[src/rtl/alu_pkg.sv]
// Shared opcode definitions for the two-stage ALU pipeline.
package alu_pkg;

    localparam int OP_W = 3;

    localparam logic [OP_W-1:0] OP_AND  = 3'b000;
    localparam logic [OP_W-1:0] OP_OR   = 3'b001;
    localparam logic [OP_W-1:0] OP_XOR  = 3'b010;
    localparam logic [OP_W-1:0] OP_NOR  = 3'b011;
    localparam logic [OP_W-1:0] OP_ADD  = 3'b100;
    localparam logic [OP_W-1:0] OP_SUB  = 3'b101;
    localparam logic [OP_W-1:0] OP_SLT  = 3'b110;
    localparam logic [OP_W-1:0] OP_PASS = 3'b111;

endpackage

[src/rtl/alu_pipe_reg.sv]
// One pipeline slot: a valid bit plus a data word, advanced by a load enable.
// Data is only captured alongside a valid entry so an empty slot keeps its
// last payload visible rather than picking up bubble garbage.
module alu_pipe_reg #(
    parameter int W = 8
) (
    input  logic         clk,
    input  logic         rst,
    input  logic         load,
    input  logic         vld_in,
    input  logic [W-1:0] data_in,
    output logic         vld_out,
    output logic [W-1:0] data_out
);

    logic         vld_d;
    logic         vld_q;
    logic [W-1:0] data_d;
    logic [W-1:0] data_q;

    // Next-state: hold unless the slot is allowed to advance.
    always_comb begin
        vld_d  = vld_q;
        data_d = data_q;
        if (load) begin
            vld_d = vld_in;
            if (vld_in) begin
                data_d = data_in;
            end
        end
    end

    // Slot register; reset clears both the valid bit and the payload.
    always_ff @(posedge clk) begin
        if (rst) begin
            vld_q  <= 1'b0;
            data_q <= '0;
        end else begin
            vld_q  <= vld_d;
            data_q <= data_d;
        end
    end

    assign vld_out  = vld_q;
    assign data_out = data_q;

endmodule

[src/rtl/alu_pipe_stage.sv]
// Two-stage pipelined ALU with valid/ready handshakes on both sides.
// Stage 1 captures opcode and operands; stage 2 captures result and flags.
module alu_pipe_stage
    import alu_pkg::*;
#(
    parameter int n = 32
) (
    input  logic            clk,
    input  logic            rst,
    input  logic            in_valid,
    output logic            in_ready,
    input  logic [2:0]      in_op,
    input  logic [n-1:0]    in_a,
    input  logic [n-1:0]    in_b,
    output logic            out_valid,
    input  logic            out_ready,
    output logic [n-1:0]    out_result,
    output logic            out_zero,
    output logic            out_carry,
    output logic            out_overflow
);

    localparam int S1_W = OP_W + 2 * n;
    localparam int S2_W = n + 3;

    logic              s1_adv;
    logic              s2_adv;

    logic              vld_p1;
    logic [S1_W-1:0]   data_p1;
    logic [OP_W-1:0]   op_p1;
    logic [n-1:0]      a_p1;
    logic [n-1:0]      b_p1;

    logic              vld_p2;
    logic [S2_W-1:0]   data_p2;

    logic              is_sub;
    logic [n-1:0]      b_eff;
    logic [n:0]        sum;
    logic              add_ovf;
    logic              slt_bit;
    logic [n-1:0]      result_d;
    logic              zero_d;
    logic              carry_d;
    logic              ovf_d;

    // Stage 2 frees up when empty or being consumed; stage 1 when it can
    // empty into stage 2. No path from in_valid into in_ready.
    always_comb begin
        s2_adv   = !vld_p2 || out_ready;
        s1_adv   = !vld_p1 || s2_adv;
        in_ready = s1_adv;
    end

    // ---- stage 1: opcode and operands ----
    alu_pipe_reg #(.W(S1_W)) u_s1 (
        .clk      (clk),
        .rst      (rst),
        .load     (s1_adv),
        .vld_in   (in_valid),
        .data_in  ({in_op, in_a, in_b}),
        .vld_out  (vld_p1),
        .data_out (data_p1)
    );

    assign {op_p1, a_p1, b_p1} = data_p1;

    // Shared n+1 bit adder for ADD/SUB/SLT plus the 8:1 result mux.
    always_comb begin
        is_sub  = (op_p1 == OP_SUB) || (op_p1 == OP_SLT);
        b_eff   = is_sub ? ~b_p1 : b_p1;
        sum     = {1'b0, a_p1} + {1'b0, b_eff} + {{n{1'b0}}, is_sub};
        add_ovf = (a_p1[n-1] == b_eff[n-1]) && (sum[n-1] != a_p1[n-1]);
        slt_bit = sum[n-1] ^ add_ovf;

        result_d = '0;
        carry_d  = 1'b0;
        ovf_d    = 1'b0;
        case (op_p1)
            OP_AND:  result_d = a_p1 & b_p1;
            OP_OR:   result_d = a_p1 | b_p1;
            OP_XOR:  result_d = a_p1 ^ b_p1;
            OP_NOR:  result_d = ~(a_p1 | b_p1);
            OP_ADD: begin
                result_d = sum[n-1:0];
                carry_d  = sum[n];
                ovf_d    = add_ovf;
            end
            OP_SUB: begin
                result_d = sum[n-1:0];
                carry_d  = sum[n];
                ovf_d    = add_ovf;
            end
            OP_SLT: begin
                result_d = {{(n-1){1'b0}}, slt_bit};
                carry_d  = sum[n];
            end
            default: result_d = a_p1;
        endcase
        zero_d = (result_d == '0);
    end

    // ---- stage 2: result and flags ----
    alu_pipe_reg #(.W(S2_W)) u_s2 (
        .clk      (clk),
        .rst      (rst),
        .load     (s2_adv),
        .vld_in   (vld_p1),
        .data_in  ({result_d, zero_d, carry_d, ovf_d}),
        .vld_out  (vld_p2),
        .data_out (data_p2)
    );

    assign out_valid = vld_p2;
    assign {out_result, out_zero, out_carry, out_overflow} = data_p2;

endmodule

[config.mk]
export PLATFORM = sky130hd
export DESIGN_NAME = alu_pipe_stage
export DESIGN_NICKNAME = d
export VERILOG_FILES = /design/src/rtl/alu_pkg.sv /design/src/rtl/alu_pipe_reg.sv /design/src/rtl/alu_pipe_stage.sv
export SDC_FILE = /design/constraint.sdc
export NUM_CORES = 1
export LEC_CHECK = 0
export CAP_MARGIN = 0
export CELL_PAD_IN_SITES_DETAIL_PLACEMENT = 2
export CELL_PAD_IN_SITES_GLOBAL_PLACEMENT = 2
export CORE_MARGIN = 2
export CORE_UTILIZATION = 30
export CTS_BUF_LIST = sky130_fd_sc_hd__clkbuf_8
export CTS_CLUSTER_SIZE = 30
export DETAILED_ROUTE_END_ITERATION = 12
export GPL_TIMING_DRIVEN = 0
export PLACE_DENSITY_LB_ADDON = 0.1
export SLEW_MARGIN = 20
export SYNTH_ARGS = -nofsm -noshare
export SYNTH_HDL_FRONTEND = slang
export SYNTH_SLANG_ARGS = --single-unit
[constraint.sdc]
create_clock -name clk -period 4.4 [get_ports clk]
set_input_delay 1.1 -clock clk [delete_from_list [all_inputs] [get_ports clk]]
set_output_delay 1.1 -clock clk [all_outputs]
set_load 0.005 [all_outputs]
[Word-level counts from Yosys, hierarchy flattened]
Cells that the tools add are included.
Storage, ports and cells
  register bits: 104
  input bits: 71
  output and inout port bits: 37
  word-level logic and storage cells: 36
Cells by class
  $add $sub $neg: 2
  equality and inequality tests: 8
  mux-type cells: 4
  bitwise operators: 6
  reductions and logical operators: 12
Operator list (count)
  32-bit case mux with 6 select lines: 1
  32-bit NOT: 2
  32-bit by 32-bit adder with 33-bit output: 1
  33-bit by 1-bit adder with 33-bit output: 1
  32-bit bitwise AND: 1
  32-bit zero test: 1
  32-bit 2-to-1 mux: 1
  32-bit bitwise OR: 1
  32-bit bitwise XOR: 1
  3-bit equality test (second input constant): 3
  3-bit by 2-bit equality test with 1-bit output (second input constant): 2
  2-bit AND reduction: 2
  3-bit by 1-bit equality test with 1-bit output (second input constant): 1
  3-bit zero test: 1
  1-bit logical OR: 3
  3-bit OR reduction: 1
  1-bit zero test: 2
  1-bit 2-to-1 mux: 2
  2-bit OR reduction: 1
  1-bit equality test: 1
  1-bit logical AND: 1
  1-bit != test: 1
  1-bit bitwise XOR: 1

[Longest topological paths before layout]
Gate-level depths: netlist of the first run.
  word-level depth: 10
  depth in mapped cells: 20

[Cells and area by module]
Synthesis of the first run repeated with hierarchy kept, for this count alone.
Unflattened totals
  cell total of the unflattened synthesis: 1170
  area, all modules: 10097.2 um2
Modules (own cells, without submodules)
  alu_pipe_stage: times used 1, cells each 698, area each 4880.9 um2, seq. area each 0.0 um2
  alu_pipe_reg (u_s1): times used 1, cells each 309, area each 3505.9 um2, seq. area each 1361.3 um2
  alu_pipe_reg (u_s2): times used 1, cells each 163, area each 1710.4 um2, seq. area each 720.7 um2

[Worst setup path after synthesis of the first run]
No wires, ideal clock.
  path kind: register -> register
  start point: register u_s1.data_q[66], in the netlist u_s1.data_out[66]
  end point: register u_s2.data_q[2], in the netlist u_s2.data_out[2]
  data arrival time: 4.673 ns
  data required time: 4.341 ns
  slack: -0.333 ns
  cell stages (with the launch flop): 20
  path buffers: 5
  period minus slack after synthesis: 4.733 ns
  path through: dfxtp_1 clkbuf_1 buf_1 clkbuf_1 clkbuf_1 nand2_1 buf_1 xnor2_1 fa_1 a21o_2 a221o_1 a21o_2 a31oi_4 a22oi_2 xor2_1 a221oi_2 o2111a_1 nand4_1 nor4b_2 a41o_1
Between the ends
  cells in the longest elaborated chain, start to end: 10
  elaborated cells between the ends (all ways): 18
  classes of those cells: add/sub (2); eq/ne (8); mux (2); bitwise (1); reduce/logical (5)
Ends and longest elaborated chain
  from (decl): RTL line alu_pipe_reg.sv:19  | logic [W-1:0] data_q;
  from (signal assigned): RTL line alu_pipe_reg.sv:40  | data_q <= data_d;
  3-bit equality test: RTL line alu_pipe_stage.sv:71, alu_pipe_stage.sv:80
  1-bit logical OR: RTL line alu_pipe_stage.sv:71  | is_sub = (op_p1 == OP_SUB) || (op_p1 == OP_SLT);
  32-bit 2-to-1 mux: RTL line alu_pipe_stage.sv:72  | b_eff = is_sub ? ~b_p1 : b_p1;
  32-bit by 32-bit adder with 33-bit output: RTL line alu_pipe_stage.sv:73  | sum = {1'b0, a_p1} + {1'b0, b_eff} + {{n{1'b0}}, is_sub};
  33-bit by 1-bit adder with 33-bit output: RTL line alu_pipe_stage.sv:73
  1-bit != test: RTL line alu_pipe_stage.sv:74  | add_ovf = (a_p1[n-1] == b_eff[n-1]) && (sum[n-1] != a_p1[n-1]);
  1-bit logical AND: RTL line alu_pipe_stage.sv:74
  1-bit bitwise XOR: RTL line alu_pipe_stage.sv:75  | slt_bit = sum[n-1] ^ add_ovf;
  32-bit case mux with 6 select lines *: RTL line alu_pipe_stage.sv:80  | case (op_p1)
  32-bit zero test *: RTL line alu_pipe_stage.sv:101  | zero_d = (result_d == '0);
  to (signal assigned): RTL line alu_pipe_reg.sv:40
  to (decl): RTL line alu_pipe_reg.sv:19
Every way passes the cells marked *; elsewhere a longest branch is shown, timed or not.
A chain may end at the register's enable or synchronous reset.

[Final worst setup path of the first run]
Ends and elaborated chain as after synthesis.

==> results of run 1 <==
==> per-stage QoR <==
stage                     hold slack (ns)  instances  TNS (ns)
after floorplan                     0.448       1103         0
after global placement              0.448       1588    -18.81
after detailed placement            0.452       1588    -20.65
after CTS                           0.470       1603         0
after global routing                0.502       1603   -0.0825
final                               0.463       1603         0
==> what timing repair did <==
action	CTS	global route
setup buffers	1	1
endpoints found under the setup margin	30	3
gates resized for setup	32	12
pin swaps	5	3
==> layout by cell type (no fill, tap or decap), types with 8 or more instances in the layout <==
master,instances
ha_1,98
o22ai_1,17
a211oi_1,15
dfxtp_1,103
nor2_1,85
clkbuf_8,16
a21o_1,14
clkdlybuf4s50_1,107
buf_4,10
nand4_1,9
xor2_1,31
mux2i_1,38
xnor2_1,43
nand3_1,23
nand2_1,181
buf_2,8
nor3_1,16
clkbuf_1,32
a21oi_1,114
o21ai_0,39
inv_1,74
==> kinds of logic after synthesis <==
family / Yosys count / synth area share (%)
AND/OR/NAND/NOR: 358 / 18.6
AO/OA/AOI/OAI: 281 / 21.6
buffers and inverters: 145 / 7.77
flip-flops: 104 / 24.7
adder cells (fa/ha/maj): 99 / 14.8
XOR/XNOR: 77 / 7.99
multiplexers: 39 / 4.64
==> registers in the layout, summed over array words and instances (netlist names) <==
register,cells
u_s1.data_out,67
u_s2.data_out,35
u_s1.vld_out,1
u_s2.vld_out,1
==> path summary, 6_finish.rpt <==
path | to
worst max-delay path | u_s2.data_out[2]$_SDFFE_PP0P_
worst min-delay path | u_s2.data_out[27]$_SDFFE_PP0P_
worst max register to register | u_s2.data_out[2]$_SDFFE_PP0P_
worst min register to register | u_s2.data_out[27]$_SDFFE_PP0P_
==> layout make-up <==
type | instances | area, sq um | share of cell area [%]
Clock inverter | 7 | 82.6 | 0.795
Clock buffer | 9 | 124 | 1.19
Buffer | 68 | 412 | 3.96
Sequential cell | 104 | 2080 | 20.0
Inverter | 74 | 278 | 2.67
Timing Repair Buffer | 109 | 1090 | 10.5
Tap cell | 378 | 473 | 4.55
Multi-Input combinational cell | 854 | 5850 | 56.3
==> critical path: cells and delay by family (launching register included) <==
family                     cells  cell delay [ns]
adders and majority gates      1             0.38
buffers and inverters          3             0.56
and+or+nand+nor                3             0.61
xor gates and xnor gates       2             0.34
AOI/OAI and AO/OA              8             1.99
DFF                            1             0.38
==> power groups by stage <==
stage | logic [W] | clock network [W] | registers, W
final | 0.000822 | 0.000674 | 0.00107
after global routing | 0.000907 | 0.000727 | 0.00108
after CTS | 0.000816 | 0.000691 | 0.00107
after detailed placement | 0.000797 | 0 | 0.00109
after global placement | 0.000774 | 0 | 0.00109
after floorplan | 0.000494 | 0 | 0.00106
==> routing by layer <==
| metal | wire [um] | global-route usage [%] | up-vias |
|---|---|---|---|
| met5 | 0 | 0 | - |
| met4 | 326 | 4.27 | 0 |
| met3 | 1140 | 1.86 | 17 |
| met2 | 15400 | 38.5 | 150 |
| met1 | 18000 | 35.5 | 4162 |
| li1 | - | - | 4047 |
==> run_results.csv, run 1 <==
group,metric,value,unit
outcome,outcome,"finished clean",
power_and_ir_drop,share_seq_of_total_power,41.7,%
synth,synthCells,1103,
worst_setup_path,r2r_cells,17,
synth,syn-cell-area,0.00844,sq mm
synth,fraction_of_the_yosys_area_taken_by_sequential_cells,24.7,%
sta,drv_slew,0,
worst_setup_path,worstPathCellList,"clkbuf_8 > buf_12 > nand2_4 > buf_6 > xnor2_2 > fa_2 > a21o_2 > a221o_1 > a21o_2 > a31oi_4 > a22oi_2 > xor2_1 > a221oi_2 > o2111a_1 > nand4_1 > nor4b_4 > a41o_1",
floorplanning,num_io_pins,108,
worst_setup_path,start_kind,"flop",
sta,min_period_over_period,97.9,%
placed_design,port-buffer-count,107,
sta,timing.final.hold_violations,0,
floorplanning,num_rows,61,
grt,grt_max_degree,29,
power_and_ir_drop,static-leakage-power,4.20,nW
detailed_routing,dr.first_iter.drc_count,382,
worst_setup_path,regToRegSetupSlack,0.09,ns
detailed_routing,vias_per_cell,5.23,
grt,wire_length_of_the_first_global_routing_pass,52.9,mm
grt,grt.overflow.total,0,
grt,grt_overall_usage,24.1,%
sta,grt_setup_unrepaired,"yes",
synth,avgSynthCellArea,7.65,sq um
synth,post_synth_edffs,0,
synth,netlist.area_leader.share,24.7,%
layout,insertedDiodeCount,0,
synth,mappedNetlistNets,1273,
power_and_ir_drop,power_frac_clock,26.2,%
sta,relSlewSlack,41.6,%
worst_setup_path,crit_slowest_cell,"dfxtp_2",
sta,post-route-min-period,4.31,ns
worst_setup_path,cp_data_arrival_time,4.67,ns
synth,yosys_register_bits,104,
layout,final_layout_size_suffix_gt1_share,8.00,%
clock_tree,ctsHtreeMaxLevel,3,
detailed_routing,route.detailed.wl_per_inst,21.8,um
worst_hold_path,hold_start,"u_s2.data_out[27]$_SDFFE_PP0P_",
layout,design.final.nets,1390,
synth,synth.top_cells.by_area,"dfxtp_1 (25%), ha_1 (15%), nand2_1 (8.1%)",
worst_setup_path,regToRegStartpoint,"u_s1.data_out[66]$_SDFFE_PP0P_",
flow_run,drv.max_cap_violation_count,0,
power_and_ir_drop,design_power_total,0.00257,W
floorplanning,initial_core_util,30.5,%
clock_tree,root_buffer,"clkbuf_8",
placed_design,place_area,0.00999,sq mm
power_and_ir_drop,comb_power_share,32.0,%
synth,ys_types,81,
grt,first_global_vias,8602,
worst_hold_path,hold_path.class,"flop to flop",
worst_setup_path,crit_fanout,28,
floorplanning,die_h,172,um
placed_design,dp_slack,-1.56,ns
sta,fmax,232,MHz
detailed_routing,detail-route-antenna-nets,0,
worst_setup_path,endpoint_kind,"flop",
layout,final_cell_area,0.0104,sq mm
placed_design,hpwl,28.0,mm
clock_tree,worst_setup_hold_path_clk_slew,0.13,ns
detailed_routing,drc,0,
floorplanning,floorplan.core_area,0.0277,sq mm
sta,setup_viol,0,
clock_tree,tritoncts,"built",
worst_hold_path,hold_depth,2,
power_and_ir_drop,ir_worst_vdd,0.0961,mV
floorplanning,floorplan.die.width,172,um
synth,ys.flop_type,"dfxtp_1",
clock_tree,worst_skew_pair.late_latency,0.42,ns
worst_setup_path,crit_type,"flop to flop",
worst_setup_path,startpoint,"u_s1.data_out[66]$_SDFFE_PP0P_",
power_and_ir_drop,power_switching,0.000995,W
clock_tree,clock_sinks,104,
sta,post-route-worst-setup-slack,0.0941,ns
synth,yosys.cell_count.top_type,"nand2_1",
power_and_ir_drop,power_per_cell_area,247,mW/mm^2
layout,finalCoreUtilization,37.5,%
power_and_ir_drop,power.switching_fraction,38.7,%
sta,worstMarginPinSlew,0.876,ns
synth,synthDominantAreaCellType,"dfxtp_1",
synth,ys_async_sr_fraction,0,%
clock_tree,clk_path_buf_depth,2,
sta,final.setup_skew,0.0323,ns
detailed_routing,dr_total_vias,8376,
worst_setup_path,critPathRequiredTime,4.77,ns
clock_tree,cts_made_buffers,9,
power_and_ir_drop,internal-power,0.00157,W
detailed_routing,drt-pass1-iter-count,4,
grt,antenna_found_initial,0,
placed_design,finalWeightedCongestion,0.838,
clock_tree,cts_hold_buffers,0,
synth,yosys-top-cells-count,"nand2_1 (182), a21oi_1 (116), dfxtp_1 (104)",
floorplanning,die_footprint,0.0295,sq mm
worst_setup_path,slowest_delay,0.38,ns
layout,layout-area-overhead-vs-synth,23.2,%
layout,num-fill-cells,3212,
detailed_routing,totalWireLength,34.9,mm
worst_setup_path,critPathMostFrequentCell,"a21o_2",
synth,ys.warnings.count,0,
Power figures use the tool's default switching activity.
==> inputs of run 2 (changes only) <==
- CORE_UTILIZATION: 30 -> 34
- clock period: 4.4 -> 4.87 ns (I/O delays scaled with it)
==> run 2 against run 1 <==
First-iteration DRC count fell by 4.2%. Utilization rose by 4.6 points. Non-clock buffer count rose by 1. Hold slack barely moved. Critical path type unchanged. Critical endpoint unchanged.
==> run_results.csv, run 2 (synthesis gave the netlist of run 1 again) <==
group,metric,value,unit
outcome,outcome,"finished clean",
sta,worstMarginPinSlew,0.833,ns
worst_setup_path,critPathRequiredTime,5.22,ns
placed_design,finalWeightedCongestion,0.863,
worst_setup_path,crit_type,"flop to flop",
grt,met1_demand_to_capacity_share_in_global_routing,36.6,%
layout,layout-area-overhead-vs-synth,21.3,%
detailed_routing,totalWireLength,33.4,mm
floorplanning,floorplan.core_area,0.0243,sq mm
layout,post_layout_nonfiller_instances,1549,
worst_hold_path,hold_path.class,"flop to flop",
detailed_routing,vias_per_cell,5.39,
sta,final.setup_skew,0.0228,ns
placed_design,place_area,0.00991,sq mm
grt,grt.overflow.total,0,
sta,drv_slew,0,
worst_setup_path,endpoint_kind,"flop",
layout,insertedDiodeCount,0,
sta,post-route-worst-setup-slack,0.195,ns
clock_tree,clk_path_buf_depth,2,
layout,layout.cells.most_common_list,"nand2_1 (181), a21oi_1 (114), clkdlybuf4s50_1 (107)",
worst_setup_path,cp_data_arrival_time,5.03,ns
worst_setup_path,critical_path.n_buffers_inverters,4,
sta,setup_viol,0,
worst_setup_path,crit_slowest_cell,"fa_1",
detailed_routing,route.detailed.wl_per_inst,21.5,um
floorplanning,num_rows,57,
placed_design,port-buffer-count,107,
sta,post-route-min-period,4.68,ns
worst_setup_path,slowest_delay,0.44,ns
grt,met3_grt_util,2.05,%
layout,ff_latch_area,0.00208,sq mm
clock_tree,worst_skew_pair.late_latency,0.39,ns
power_and_ir_drop,static-leakage-power,4.17,nW
worst_setup_path,cp_top_delay_family,"compound AO/OA/AOI/OAI gates",
detailed_routing,dr.first_iter.drc_count,366,
layout,final_cell_area,0.0102,sq mm
floorplanning,die_h,162,um
grt,antenna_found_initial,0,
worst_setup_path,worstPathCellList,"buf_4 > buf_4 > clkbuf_8 > nand2_2 > buf_6 > xnor2_1 > fa_1 > a21o_2 > a221o_1 > a21o_2 > a31oi_4 > a22oi_2 > xor2_1 > a221oi_2 > o2111a_1 > nand4_1 > nor4b_2 > a41o_1",
grt,grt_overall_usage,25.9,%
floorplanning,num_io_pins,108,
grt,grt_most_used_layer,"met2",
grt,groute.layer.met2.usage,42.8,%
clock_tree,clock_sinks,104,
floorplanning,die_footprint,0.0261,sq mm
detailed_routing,detail-route-antenna-nets,0,
detailed_routing,dr_total_vias,8347,
clock_tree,cts_made_buffers,9,
flow_run,drv.max_cap_violation_count,0,
sta,fmax,214,MHz
placed_design,hpwl,27.4,mm
layout,largest_reg_flops,67,
sta,timing.final.hold_violations,0,
layout,final_layout_size_suffix_gt1_share,7.43,%
floorplanning,initial_core_util,34.7,%
worst_setup_path,crit_fanout,19,
clock_tree,root_buffer,"clkbuf_8",
sta,min_period_over_period,96.0,%
detailed_routing,drt-pass1-iter-count,4,
power_and_ir_drop,power_per_cell_area,221,mW/mm^2
layout,num-fill-cells,2833,
placed_design,dp_slack,-1.71,ns
clock_tree,worst_setup_hold_path_clk_slew,0.13,ns
sta,holdWs,0.463,ns
detailed_routing,drc,0,
clock_tree,tritoncts,"built",
grt,grt_max_degree,20,
layout,design.final.nets,1391,
layout,commonest_non_fill_non_tap_cell_in_the_layout,"nand2_1",
clock_tree,ctsHtreeMaxLevel,3,
sta,relSlewSlack,44.4,%
power_and_ir_drop,ir_worst_vdd,0.118,mV
floorplanning,floorplan.die.width,162,um
grt,first_global_vias,8921,
placed_design,place_inst,1534,
worst_setup_path,start_kind,"flop",
layout,multi_input_area,0.00579,sq mm
grt,wire_length_of_the_first_global_routing_pass,51.8,mm
run 2: area by class of cell:
class	instances	area share, %
buffer	69	3.95
clock buffer	9	1.21
clock inverter	6	0.562
inverter	74	2.71
multi-input combinational	854	56.6
sequential	104	20.4
tap	324	3.96
timing repair buffer	109	10.6
run 2: stage by stage:
| stage | TNS [ns] | total power [W] | util, % |
|---|---|---|---|
| detailed placement | -30.42 | 0.00170 | 40.8 |
| finish | 0 | 0.00226 | 42.1 |
| floorplan | 0 | 0.00140 | - |
| global placement | -27.12 | 0.00167 | 40.8 |
| global route | -0.000917 | 0.00240 | 42.1 |
| CTS | 0 | 0.00227 | 41.8 |
run 2: worst paths after layout:
path,cells past startpoint,to,slack (ns),from
setup reg to reg,18,u_s2.data_out[2]$_SDFFE_PP0P_,0.19,u_s1.data_out[66]$_SDFFE_PP0P_
hold / removal,2,u_s2.data_out[32]$_SDFFE_PP0P_,0.46,u_s2.data_out[32]$_SDFFE_PP0P_
hold reg to reg,2,u_s2.data_out[32]$_SDFFE_PP0P_,0.46,u_s2.data_out[32]$_SDFFE_PP0P_
setup / recovery,18,u_s2.data_out[2]$_SDFFE_PP0P_,0.19,u_s1.data_out[66]$_SDFFE_PP0P_
run 2: what timing repair did:
item,in CTS,in global routing
resized for setup,25,16
pin swaps,2,2
buffers inserted,2,0
cloned,0,0
hold buffers,0,0
endpoints found under the setup margin,33,6
run 2: worst min-delay path, stage by stage (launching register included):
cell,delay [ns]
dfxtp_1,0.33
nand2_1,0.05
a21oi_1,0.05
run 2: per-layer routing:
| layer | vias to the layer above | part of all wire [%] | wire, um |
|---|---|---|---|
| met5 | - | 0 | 0 |
| li1 | 4041 | - | - |
| met2 | 176 | 45 | 15000 |
| met3 | 26 | 3.0 | 996 |
| met4 | 0 | 1.8 | 603 |
| met1 | 4104 | 50 | 16800 |
run 2: power by group:
| part | switching [W] | internal [W] |
|---|---|---|
| registers | 0.0000705 | 0.000898 |
| logic | 0.000417 | 0.000311 |
| clock network | 0.000368 | 0.000198 |
